$ cat src/rtl/serial_demux8_pkg.sv
// Shared definitions for the serial_demux8 receive path.
// Holds the FSM state encoding, the ascending slot bounds and small
// helpers that derive first/last/next slot from the slot-order setting.
package serial_demux8_pkg;

    typedef enum logic {
        IDLE = 1'b0,
        FILL = 1'b1
    } state_t;

    localparam logic [2:0] SLOT_FIRST_ASC = 3'd0;
    localparam logic [2:0] SLOT_LAST_ASC  = 3'd7;

    // Slot that receives the first bit of a frame.
    function automatic logic [2:0] first_slot(input int unsigned order);
        return (order != 0) ? SLOT_LAST_ASC : SLOT_FIRST_ASC;
    endfunction

    // Slot that receives the last bit of a frame.
    function automatic logic [2:0] last_slot(input int unsigned order);
        return (order != 0) ? SLOT_FIRST_ASC : SLOT_LAST_ASC;
    endfunction

    // Slot that follows s in the given order.
    function automatic logic [2:0] step_slot(input logic [2:0] s, input int unsigned order);
        return (order != 0) ? 3'(s - 3'd1) : 3'(s + 3'd1);
    endfunction

endpackage

$ cat src/rtl/slot_counter3.sv
// 3-bit slot counter for serial_demux8.
// Ports:
//   clk, rst  clock and asynchronous active-high reset (reset -> first slot)
//   load      return to the first slot
//   step      advance one slot in the configured order
//   slot      current slot index
// load and step together land on the slot after the first, which is what a
// resync needs (the first bit is written in the same edge).
module slot_counter3
    import serial_demux8_pkg::*;
#(
    parameter int unsigned ORDER = 0
) (
    input  logic       clk,
    input  logic       rst,
    input  logic       load,
    input  logic       step,
    output logic [2:0] slot
);

    localparam logic [2:0] FIRST       = first_slot(ORDER);
    localparam logic [2:0] FIRST_NEXT  = step_slot(FIRST, ORDER);

    always_ff @(posedge clk or posedge rst) begin
        if (rst) begin
            slot <= FIRST;
        end else if (load) begin
            slot <= step ? FIRST_NEXT : FIRST;
        end else if (step) begin
            slot <= step_slot(slot, ORDER);
        end
    end

endmodule

$ cat src/rtl/serial_demux8.sv
// Serial 1-to-8 time-division demultiplexer (receive end of an 8-slot lane).
// Collects valid bits into a shadow register and publishes a complete
// frame as one registered word.
// Ports:
//   clk, rst  clock and asynchronous active-high reset
//   D, V, F   serial bit, bit-valid, frame-start (F qualified by V)
//   Y         last complete frame, Y[k] = bit for slot k
//   Q         one-cycle pulse: Y just loaded
//   S         slot the next valid bit goes to
//   ERR       one-cycle pulse: mid-frame F, partial frame dropped
module serial_demux8
    import serial_demux8_pkg::*;
#(
    parameter int unsigned ORDER = 0
) (
    input  logic       clk,
    input  logic       rst,
    input  logic       D,
    input  logic       V,
    input  logic       F,
    output logic [7:0] Y,
    output logic       Q,
    output logic [2:0] S,
    output logic       ERR
);

    localparam logic [2:0] FIRST = first_slot(ORDER);
    localparam logic [2:0] LAST  = last_slot(ORDER);

    state_t     state;
    state_t     next_state;
    logic [7:0] shadow;
    logic [7:0] shadow_next;
    logic [7:0] y_next;
    logic       q_next;
    logic       err_next;
    logic       cnt_load;
    logic       cnt_step;

    slot_counter3 #(
        .ORDER(ORDER)
    ) u_slot (
        .clk  (clk),
        .rst  (rst),
        .load (cnt_load),
        .step (cnt_step),
        .slot (S)
    );

    // Next-state and datapath control.
    always_comb begin
        next_state  = state;
        shadow_next = shadow;
        y_next      = Y;
        q_next      = 1'b0;
        err_next    = 1'b0;
        cnt_load    = 1'b0;
        cnt_step    = 1'b0;
        case (state)
            IDLE: begin
                // Stray bits without F are dropped silently.
                if (V && F) begin
                    shadow_next        = 8'h00;
                    shadow_next[FIRST] = D;
                    cnt_step           = 1'b1;
                    next_state         = FILL;
                end
            end
            FILL: begin
                if (V) begin
                    if (F) begin
                        // Resync: drop partial frame, restart with this bit.
                        err_next           = 1'b1;
                        shadow_next        = 8'h00;
                        shadow_next[FIRST] = D;
                        cnt_load           = 1'b1;
                        cnt_step           = 1'b1;
                    end else if (S == LAST) begin
                        // Last bit bypasses shadow straight into Y.
                        y_next      = shadow;
                        y_next[S]   = D;
                        q_next      = 1'b1;
                        shadow_next = 8'h00;
                        cnt_load    = 1'b1;
                        next_state  = IDLE;
                    end else begin
                        shadow_next[S] = D;
                        cnt_step       = 1'b1;
                    end
                end
            end
            default: begin
                next_state = IDLE;
            end
        endcase
    end

    // State, shadow and output registers.
    always_ff @(posedge clk or posedge rst) begin
        if (rst) begin
            state  <= IDLE;
            shadow <= 8'h00;
            Y      <= 8'h00;
            Q      <= 1'b0;
            ERR    <= 1'b0;
        end else begin
            state  <= next_state;
            shadow <= shadow_next;
            Y      <= y_next;
            Q      <= q_next;
            ERR    <= err_next;
        end
    end

endmodule

$ cat config.mk
export PLATFORM = sky130hd
export DESIGN_NAME = serial_demux8
export DESIGN_NICKNAME = d
export VERILOG_FILES = /design/src/rtl/serial_demux8_pkg.sv /design/src/rtl/slot_counter3.sv /design/src/rtl/serial_demux8.sv
export SDC_FILE = /design/constraint.sdc
export NUM_CORES = 1
export LEC_CHECK = 0
export ABC_AREA = 1
export CORE_MARGIN = 4
export CORE_UTILIZATION = 25
export DETAILED_ROUTE_END_ITERATION = 10
export SLEW_MARGIN = 20
export SYNTH_ARGS = -nofsm -noshare
export SYNTH_HDL_FRONTEND = slang
export SYNTH_SLANG_ARGS = --single-unit
$ cat constraint.sdc
create_clock -name clk -period 1.2 [get_ports clk]
set_clock_uncertainty 0.05 [all_clocks]
set_input_delay 0.24 -clock clk [delete_from_list [all_inputs] [get_ports clk]]
set_output_delay 0.24 -clock clk [all_outputs]
set_load 0.05 [all_outputs]
After elaboration in Yosys (flattened, before gate mapping)
Cells that the tools add are included.
W data, S select, Z words.
{ "classes": {"add_sub_neg": 1, "magnitude_cmp": 2, "eq_ne": 3, "mux": 28, "bitwise": 2, "reduce_logical": 5} }
{ "op_table": {"columns": ["operator", "count"], "rows": [
  ["$mux W8", 4],
  ["$mux W1", 17],
  ["$pmux W8 S2", 1],
  ["$bwmux W8", 1],
  ["$mux W3", 2],
  ["$lt A3 B4 Y1 const B", 1],
  ["$ne A2 B2 Y1 const B", 2],
  ["$pmux W1 S2", 2],
  ["$reduce_and A4 Y1", 1],
  ["$add A3 B1 Y3 const B", 1],
  ["$demux W1 S3", 1],
  ["$eq A3 B3 Y1 const B", 1],
  ["$ge A3 B1 Y1 const B", 1],
  ["$logic_and A1 B1 Y1", 2],
  ["$not A1 Y1", 2],
  ["$reduce_and A2 Y1", 1],
  ["$reduce_bool A2 Y1", 1]
]} }
{ "word_totals": {"ff_bits": 22, "out_inout_bits": 13, "word_cells": 47} }

Depth between registers and ports, before layout
{ "depth": {"word_depth": 9, "depth_mapped": 7, "depth_no_buf": 7} }

Hierarchy
A second synthesis with hierarchy kept.
{ "hier_totals": {"cells_unflattened": 128, "area_unflattened_um2": 1016.0} }
{ "modules_own_cells": {"columns": ["module", "instances", "cells_per_inst", "area_each_um2", "seq_area_each_um2"], "rows": [
  ["serial_demux8", 1, 110, 872.1, 450.4],
  ["slot_counter3", 1, 18, 143.9, 75.1]
]} }

Least setup slack after synthesis
OpenSTA, ideal clock, no wires.
{ "synth_timing": {"kind": "reg-to-reg", "startpoint": "register u_slot.slot[0]", "endpoint": "register Y[7]", "setup_ns": 0.118, "arrival_time_ns": 1.407, "required_ns": 1.032, "path_slack_ns": -0.375, "stages_incl_launch_ff": 8, "path_buffers": 1, "period_less_slack_ns": 1.575, "cell_sequence": "dfrtp_1 -> ha_1 -> ha_1 -> nand2_1 -> nor2_4 -> buf_6 -> nand3_1 -> nand2_1"} }
{ "synth_via": {"elab_chain_cells": 5, "elab_cells_between_ends": 8, "classes_between": "2 x order compare; 1 x eq/ne; 3 x mux; 2 x reduce/logical"} }
{ "synth_lines": {"columns": ["item", "line_no", "rtl"], "rows": [
  ["start, declared", "slot_counter3.sv:18", "output logic [2:0] slot"],
  ["start signal, assigned", "slot_counter3.sv:28", "slot <= step ? FIRST_NEXT : FIRST;"],
  ["start signal, assigned", "slot_counter3.sv:30", "slot <= step_slot(slot, ORDER);"],
  ["$lt A3 B4 Y1 (implied by the code) or $ge A3 B1 Y1 (tied branches)", "serial_demux8.sv:81", "y_next[S] = D;"],
  ["$logic_and A1 B1 Y1 (implied by the code)", "serial_demux8.sv:81", null],
  ["$mux W1 (implied by the code)", "serial_demux8.sv:81", null],
  ["$demux W1 S3", "serial_demux8.sv:81", null],
  ["$bwmux W8", "serial_demux8.sv:81", null],
  ["end signal, assigned", "serial_demux8.sv:109", "Y <= y_next;"],
  ["end, declared", "serial_demux8.sv:21", "output logic [7:0] Y,"]
]} }
Parallel ways exist; a longest one is shown, timed or not.
A chain may end at the register's enable or synchronous reset.

Worst setup path in the final report
{ "layout_timing": {"startpoint": "register u_slot.slot[1]", "endpoint": "register shadow[7]"} }
{ "layout_via": {"elab_chain_cells": 9, "elab_cells_between_ends": 11, "classes_between": "2 x order compare; 1 x eq/ne; 7 x mux; 1 x reduce/logical"} }
{ "layout_lines": {"columns": ["item", "line_no", "rtl"], "rows": [
  ["$lt A3 B4 Y1 (implied by the code) or $ge A3 B1 Y1 (tied branches)", "serial_demux8.sv:87", "shadow_next[S] = D;"],
  ["$logic_and A1 B1 Y1 (implied by the code)", "serial_demux8.sv:87", null],
  ["$mux W1 (implied by the code)", "serial_demux8.sv:87", null],
  ["$demux W1 S3", "serial_demux8.sv:87", null],
  ["$bwmux W8", "serial_demux8.sv:87", null],
  ["$mux W8 (*)", "serial_demux8.sv:78", "end else if (S == LAST) begin"],
  ["$mux W8 (*)", "serial_demux8.sv:71", "if (F) begin"],
  ["$mux W8 (*)", "serial_demux8.sv:70", "if (V) begin"],
  ["$pmux W8 S2 (*)", "serial_demux8.sv:59", "case (state)"],
  ["end signal, assigned", "serial_demux8.sv:108", "shadow <= shadow_next;"],
  ["end, declared", "serial_demux8.sv:32", "logic [7:0] shadow;"]
]} }
Mark *: on every way between the ends. The rest lies on a longest branch, timed or not. The select of a mux whose other input is x is not followed.

==> run_summary.xml <==
<?xml version="1.0" encoding="UTF-8"?>
<metrics>
  <group name="critical_path">
    <metric name="r2r_slack" unit="ns">-0.18</metric>
    <metric name="critPathRequiredTime" unit="ns">1.35</metric>
    <metric name="worst-r2r-cell-count" unit="">8</metric>
    <metric name="reg2reg_from" unit="">u_slot.slot[1]</metric>
    <metric name="endpoint_kind" unit="">register</metric>
    <metric name="r2r-end" unit="">shadow[7]</metric>
    <metric name="setup.worst_path.start" unit="">u_slot.slot[1]</metric>
    <metric name="path_class" unit="">reg2reg</metric>
    <metric name="crit_arrival" unit="ns">1.54</metric>
    <metric name="worst_setup_path_start_kind" unit="">register</metric>
    <metric name="critical_path.max_fanout" unit="">8</metric>
  </group>
  <group name="run">
    <metric name="cap_violations" unit="">0</metric>
  </group>
  <group name="timing">
    <metric name="report.final.hold_viol_count" unit="">0</metric>
    <metric name="ratio_of_final_minimum_period_to_clock_period" unit="">1.15</metric>
    <metric name="worstMarginPinSlew" unit="ns">0.253</metric>
    <metric name="post-route-min-period" unit="ns">1.38</metric>
    <metric name="setup_viol_count_final" unit="">23</metric>
    <metric name="fin_tns_setup" unit="ns">-2.67</metric>
    <metric name="slew_violations" unit="">0</metric>
    <metric name="achievable-frequency" unit="GHz">0.722</metric>
    <metric name="slew_headroom" unit="">0.831</metric>
    <metric name="hold-worst-slack" unit="ns">0.242</metric>
    <metric name="unrepaired_setup_endpoints_after_global_routing" unit="">true</metric>
    <metric name="final.setup.worst_slack" unit="ns">-0.185</metric>
  </group>
  <group name="logic_synthesis">
    <metric name="synth.avg_cell_area" unit="µm²">7.99</metric>
    <metric name="syn_area" unit="µm²">1090</metric>
    <metric name="synth.distinct_cells" unit="">15</metric>
    <metric name="synth_cells" unit="">137</metric>
    <metric name="synth_seq_cells" unit="">22</metric>
    <metric name="synth_fp_nets" unit="">144</metric>
    <metric name="synth.yosys.warnings" unit="">0</metric>
    <metric name="synth_sequential_area_ratio" unit="">0.503</metric>
  </group>
  <group name="clock_tree">
    <metric name="clock_tree.buffer_depth" unit="">2</metric>
    <metric name="worstSkewPairLatency" unit="ns">0.26</metric>
    <metric name="clock_tree_from_tritoncts" unit="">done</metric>
    <metric name="clkTransAtPathRegs" unit="ns">0.08</metric>
    <metric name="numClockSinks" unit="">22</metric>
    <metric name="h_tree_depth" unit="">1</metric>
    <metric name="buffer_type_at_the_clock_tree_root" unit="">sky130_fd_sc_hd__clkbuf_8</metric>
    <metric name="inserted_clock_buffers" unit="">3</metric>
  </group>
  <group name="drt">
    <metric name="detail-route-antenna-nets" unit="">0</metric>
    <metric name="remaining_drc_errors" unit="">0</metric>
    <metric name="route.detailed.vias_per_inst" unit="">4.66</metric>
    <metric name="dr.pass1.iters" unit="">4</metric>
    <metric name="avgRoutedWirePerCell" unit="µm">11.6</metric>
    <metric name="routed_wl" unit="mm">2.53</metric>
    <metric name="drtIter0Drc" unit="">77</metric>
    <metric name="vias" unit="">1011</metric>
  </group>
  <group name="floorplanning">
    <metric name="die_height" unit="µm">74.2</metric>
    <metric name="core_area" unit="µm²">4120</metric>
    <metric name="design.die.area" unit="µm²">5500</metric>
    <metric name="design.portCount" unit="">18</metric>
    <metric name="die_x" unit="µm">74.2</metric>
    <metric name="initial_utilization" unit="">0.266</metric>
    <metric name="num_rows" unit="">23</metric>
  </group>
  <group name="power">
    <metric name="leakage" unit="nW">0.834</metric>
    <metric name="vdd.ir_drop.worst" unit="V">0.000561</metric>
    <metric name="power_density_cells" unit="nW/µm²">2060</metric>
  </group>
  <group name="outcome">
    <metric name="violated_checks" unit="">setup timing</metric>
    <metric name="status" unit="">finished, violations left</metric>
  </group>
  <group name="global_routing">
    <metric name="antenna_found_initial" unit="">0</metric>
    <metric name="overflow" unit="">0</metric>
    <metric name="grt_first_pass_wirelength" unit="mm">4.14</metric>
    <metric name="track_usage" unit="">0.0963</metric>
    <metric name="via_count_of_the_first_global_routing_pass" unit="">964</metric>
    <metric name="grt_max_degree" unit="">23</metric>
  </group>
  <group name="placed_design">
    <metric name="pre_cts_ws" unit="ns">-0.276</metric>
    <metric name="gp_congestion" unit="">0.792</metric>
    <metric name="io_buffer_count" unit="">17</metric>
    <metric name="detailed_place_hpwl" unit="mm">1.73</metric>
  </group>
  <group name="final_layout">
    <metric name="fin_util" unit="">0.430</metric>
    <metric name="finish.net_count" unit="">175</metric>
    <metric name="n_antenna_cell" unit="">0</metric>
    <metric name="final_layout_size_suffix_gt1_frac" unit="">0.377</metric>
    <metric name="syn_to_final_growth" unit="%">61.5</metric>
    <metric name="fill_cells" unit="">400</metric>
  </group>
  <group name="min_path">
    <metric name="worstHoldPathType" unit="">in2async</metric>
  </group>
</metrics>
## kinds of logic after synthesis
kind of cell,after synthesis,synth area share
and+or+nand+nor,85,0.355
DFF,22,0.503
buffers and inverters,21,0.0823
AOI/OAI and AO/OA,7,0.0366
adders and majority gates,2,0.0229
## layout by cell type, fill, tap and decap left out
cell                              netlist  layout
sky130_fd_sc_hd__a21oi_1                1       1
sky130_fd_sc_hd__buf_12                 0      16
sky130_fd_sc_hd__buf_4                  0       8
sky130_fd_sc_hd__buf_6                  1       2
sky130_fd_sc_hd__clkbuf_8               0       4
sky130_fd_sc_hd__clkdlybuf4s50_1        0       4
sky130_fd_sc_hd__clkinvlp_4             0       1
sky130_fd_sc_hd__dfrtp_1               22      19
sky130_fd_sc_hd__dfrtp_2                0       3
sky130_fd_sc_hd__ha_4                   0       2
sky130_fd_sc_hd__inv_1                 16      14
sky130_fd_sc_hd__inv_2                  1       1
sky130_fd_sc_hd__inv_4                  0       1
sky130_fd_sc_hd__nand2_1               47      43
sky130_fd_sc_hd__nand2_2                0       2
sky130_fd_sc_hd__nand2_4                1       3
sky130_fd_sc_hd__nand3_1               26      11
sky130_fd_sc_hd__nand3_2                0      15
sky130_fd_sc_hd__nand4_1                6       6
sky130_fd_sc_hd__nor2_1                 3       1
sky130_fd_sc_hd__nor2_2                 0       2
sky130_fd_sc_hd__nor2_4                 2       2
sky130_fd_sc_hd__o21ai_0                4       2
sky130_fd_sc_hd__o21ai_1                0       2
sky130_fd_sc_hd__o21bai_1               2       1
sky130_fd_sc_hd__o21bai_2               0       1
## worst max-delay path by stage
stage | end | slack [ns] | cells past startpoint
after CTS | shadow[7] | -0.15 | 7
after floorplan | Y[7] | -0.18 | 7
after detailed placement | Y[1] | -0.28 | 6
after global routing | shadow[4] | -0.24 | 8
final | shadow[7] | -0.18 | 8
after global placement | Y[5] | -0.27 | 6
## worst max-delay path: stages (launching register included)
cell and delay (ns):
sky130_fd_sc_hd__dfrtp_2 0.43, sky130_fd_sc_hd__ha_4 0.17, sky130_fd_sc_hd__ha_4 0.16, sky130_fd_sc_hd__inv_2 0.06
sky130_fd_sc_hd__nand2_4 0.05, sky130_fd_sc_hd__nor2_4 0.13, sky130_fd_sc_hd__buf_12 0.14, sky130_fd_sc_hd__nand3_2 0.07
sky130_fd_sc_hd__nand2_1 0.07
## timing repair
item | 4_1_cts | 5_1_grt
endpoints found under the setup margin | 23 | 23
buffers inserted | 2 | 2
hold buffers | 0 | 0
pin swaps | 2 | 5
cloned | 0 | 0
gates resized for setup | 11 | 14
## Yosys cell counts
master                     instances  area [µm²]
sky130_fd_sc_hd__nand2_1          47         176
sky130_fd_sc_hd__nand3_1          26         130
sky130_fd_sc_hd__dfrtp_1          22         551
sky130_fd_sc_hd__inv_1            16        60.1
sky130_fd_sc_hd__nand4_1           6        37.5
sky130_fd_sc_hd__o21ai_0           4        20.0
sky130_fd_sc_hd__buf_2             3        15.0
sky130_fd_sc_hd__nor2_1            3        11.3
sky130_fd_sc_hd__ha_1              2        25.0
sky130_fd_sc_hd__nor2_4            2        22.5
sky130_fd_sc_hd__o21bai_1          2        15.0
sky130_fd_sc_hd__a21oi_1           1        5.00
sky130_fd_sc_hd__buf_6             1        11.3
sky130_fd_sc_hd__inv_2             1        3.75
sky130_fd_sc_hd__nand2_4           1        11.3
## through the flow
| step | area [µm²] | total power (W) | cells |
|---|---|---|---|
| finish | 1770 | 0.00364 | 217 |
| global route | 1770 | 0.00386 | 217 |
| CTS | 1680 | 0.00354 | 215 |
| detailed placement | 1560 | 0.00293 | 209 |
| global placement | 1560 | 0.00291 | 209 |
| floorplan | 1130 | 0.00210 | 137 |
## sequential cells by signal, summed over array words and instances (netlist names)
| signal | count |
|---|---|
| shadow | 8 |
| ERR | 1 |
| Y | 8 |
| Q | 1 |
| state | 1 |
| u_slot.slot | 3 |
## per-layer routing
metal  track usage  vias to the layer above  routed length (µm)
met5             0                        -                   0
met4        0.0523                        0                  48
met3        0.0162                        6                 121
met2         0.163                       28                1240
met1         0.116                      474                1120
li1              -                      503                   -
## layout make-up
| type | count | area, µm² | share of cell area |
|---|---|---|---|
| Clock buffer | 4 | 55.1 | 0.0311 |
| Inverter | 17 | 70.1 | 0.0396 |
| Multi-Input combinational cell | 94 | 583 | 0.330 |
| Sequential cell | 22 | 554 | 0.314 |
| Tap cell | 50 | 62.6 | 0.0354 |
| Timing Repair Buffer | 30 | 443 | 0.251 |
## report_power, final
group / leakage [nW] / total (W) / internal, W / switching (W)
clock: 0.0288 / 0.000529 / 0.000292 / 0.000236
combinational: 0.517 / 0.00201 / 0.000895 / 0.00111
sequential: 0.288 / 0.00111 / 0.000933 / 0.000172
Power figures use the tool's default switching activity.
==> edit: new RTL, same settings <==
Register the output `Q` once more, without a reset; this adds one clock of latency there. The other outputs are not delayed to match. Comments in the files are not updated.
--- a/src/rtl/serial_demux8.sv
+++ b/src/rtl/serial_demux8.sv
@@ -26,6 +26,8 @@
 
     localparam logic [2:0] FIRST = first_slot(ORDER);
     localparam logic [2:0] LAST  = last_slot(ORDER);
+
+    logic Q_s0;
 
     state_t     state;
     state_t     next_state;
@@ -101,16 +103,20 @@
             state  <= IDLE;
             shadow <= 8'h00;
             Y      <= 8'h00;
-            Q      <= 1'b0;
+            Q_s0   <= 1'b0;
             ERR    <= 1'b0;
         end else begin
             state  <= next_state;
             shadow <= shadow_next;
             Y      <= y_next;
-            Q      <= q_next;
+            Q_s0   <= q_next;
             ERR    <= err_next;
         end
     end
 
+    always_ff @(posedge clk) begin
+        Q <= Q_s0;
+    end
+
 endmodule
 
Check against the original RTL: not equivalent (a bounded check fails within 10 cycles, from zero or initial values and one cycle with rst high).
==> edit against the unedited design <==
Routed wire length shrank 3.4%. Combinational power is 8% lower. Count of clock-buffer cells in the layout shrank 1. Final area decreased by 1.6%. Critical endpoint is now u_slot.slot[2]. Sequential cell count rose by 1. Synthesized area shrank 3.5%. First-iteration DRC count is 38% lower. Total power decreased by 5.2%. Via count down 7.1%. Highest routed layer unchanged. Non-clock buffer count grew 3. The flow still finishes with violations (setup timing). Setup slack gained 7.5 ps.
==> edit: results (changes against the unedited design) <==
R2R cell count: 5 (-3)
Placed Area: 1550 um^2 (-1.0%)
multi-input combinational area share: 30.6% (-2.4 points)
Clock-cell share: 2.66% (-0.45 points)
CTS resizes: 16 (+5)
Non-clk bufs: 33 (+10%)
status: finished, violations left
Reg-to-Reg End: u_slot.slot[2]
post-synthesis adder-cell area fraction: 2.37% (+0.084 points)
GRT met1 Usage: 13.0% (+1.4 points)
total setup buffers inserted after CTS: 3 (+1)
layout cells sized above 1: 43.6% (+5.9 points)
final setup TNS: -3010 ps (-342 ps)
synth top area cells: dfrtp_1 52%, nand2_1 18%, nand3_1 5.7%
initial antenna violation count: 0 (unchanged)
P&R area growth vs syn: 64.7%
peak per-stage delay on the critical path: 510 ps (+80 ps)
Signal inverters: 15 (-2)
top cell types by occurrence after synthesis: 50 x nand2_1, 22 x dfrtp_1, 12 x nand3_1
number of global-route vias before repair: 889 (-7.8%)
crit path launch: u_slot.slot[0]
Vias per Instance: 4.37 (-6.3%)
initial drt markers: 48 (-38%)
number of clock buffers in the layout: 3 (-1)
cell count after placement: 206 (-1.4%)
Worst-Margin Slew: 288 ps (+35.6 ps)
Placer Congestion: 0.742 (-6.3%)
Non-clock buffer share: 26.2% (+1.1 points)
Final #Nets: 173 (-1.1%)
GRT Util Overall: 10.1% (+0.46 points)
# setup viols final: 24 (+4.3%)
failing checks: setup timing
Compound-Gate Fraction of Synth Area: 9.60% (+5.9 points)
register bit total from synthesis: 23 (+4.5%)
P_leak: 0.828 nW (-0.78%)
final worst slack: -177 ps (+7.50 ps)
dpl hpwl: 1.78 mm (+3.0%)
VDD IR max: 714 uV (+27%)
comb_multi_in: 90 (-4.3%)
met2 GRT Util: 16.2% (-0.15 points)
Hold WS: 251 ps (+8.73 ps)
Die ar.: 5330 um^2 (-3.2%)
Internal: 2.04 mW (-3.6%)
Mean Syn Cell Area: 8.19 um^2 (+2.4%)
Vias: 939 (-7.1%)
Critical Path Fanout Max: 3 (-5)
Async SR Flop Fraction: 95.7% (-4.3 points)
CP arrival: 1510 ps (-30 ps)
WL final: 2.44 mm (-3.4%)
FILL cells: 401 (+0.25%)
pre-CTS setup slack: -360 ps (-83.8 ps)
global-route wire length before repair: 4.08 mm (-1.5%)
met3 capacity usage during global routing: 1.93% (+0.31 points)
## edit: cell types whose count changed after synthesis, moves of 4 or more
cell     change
nand4_1      -6
inv_2        +4
nand3_1     -14
o21ai_0      +5
o21ai_1      +4
inv_1        -6
## edit: worst min-delay path, delay by kind of cell
| kind | cells | cell delay, ps |
|---|---|---|
| buf+inv | 3 | 670 |
## edit: cell families (layout without fill, tap and decap cells)
logic type,after synthesis,count (layout)
flip-flops,23,23
AO/OA/AOI/OAI,18,18
buffers and inverters,16,52
AND/OR/NAND/NOR,70,70
adder cells (fa/ha/maj),2,2
## edit: power groups by stage
stage                     logic (mW)  clock network (mW)  registers (mW)
after floorplan                0.452                   0            1.51
after global placement          1.64                   0            1.14
after detailed placement        1.65                   0            1.14
after CTS                       1.74               0.491            1.13
after global routing            1.95               0.510            1.16
final                           1.84               0.477            1.14
## edit: layer usage
layer  wire length (um)  up-vias  share of wire [%]
li1                   -      482                  -
met1               1100      431                 45
met2               1180       21                 48
met3                113        5                4.6
met4                 51        0                2.1
met5                  0        -                  0
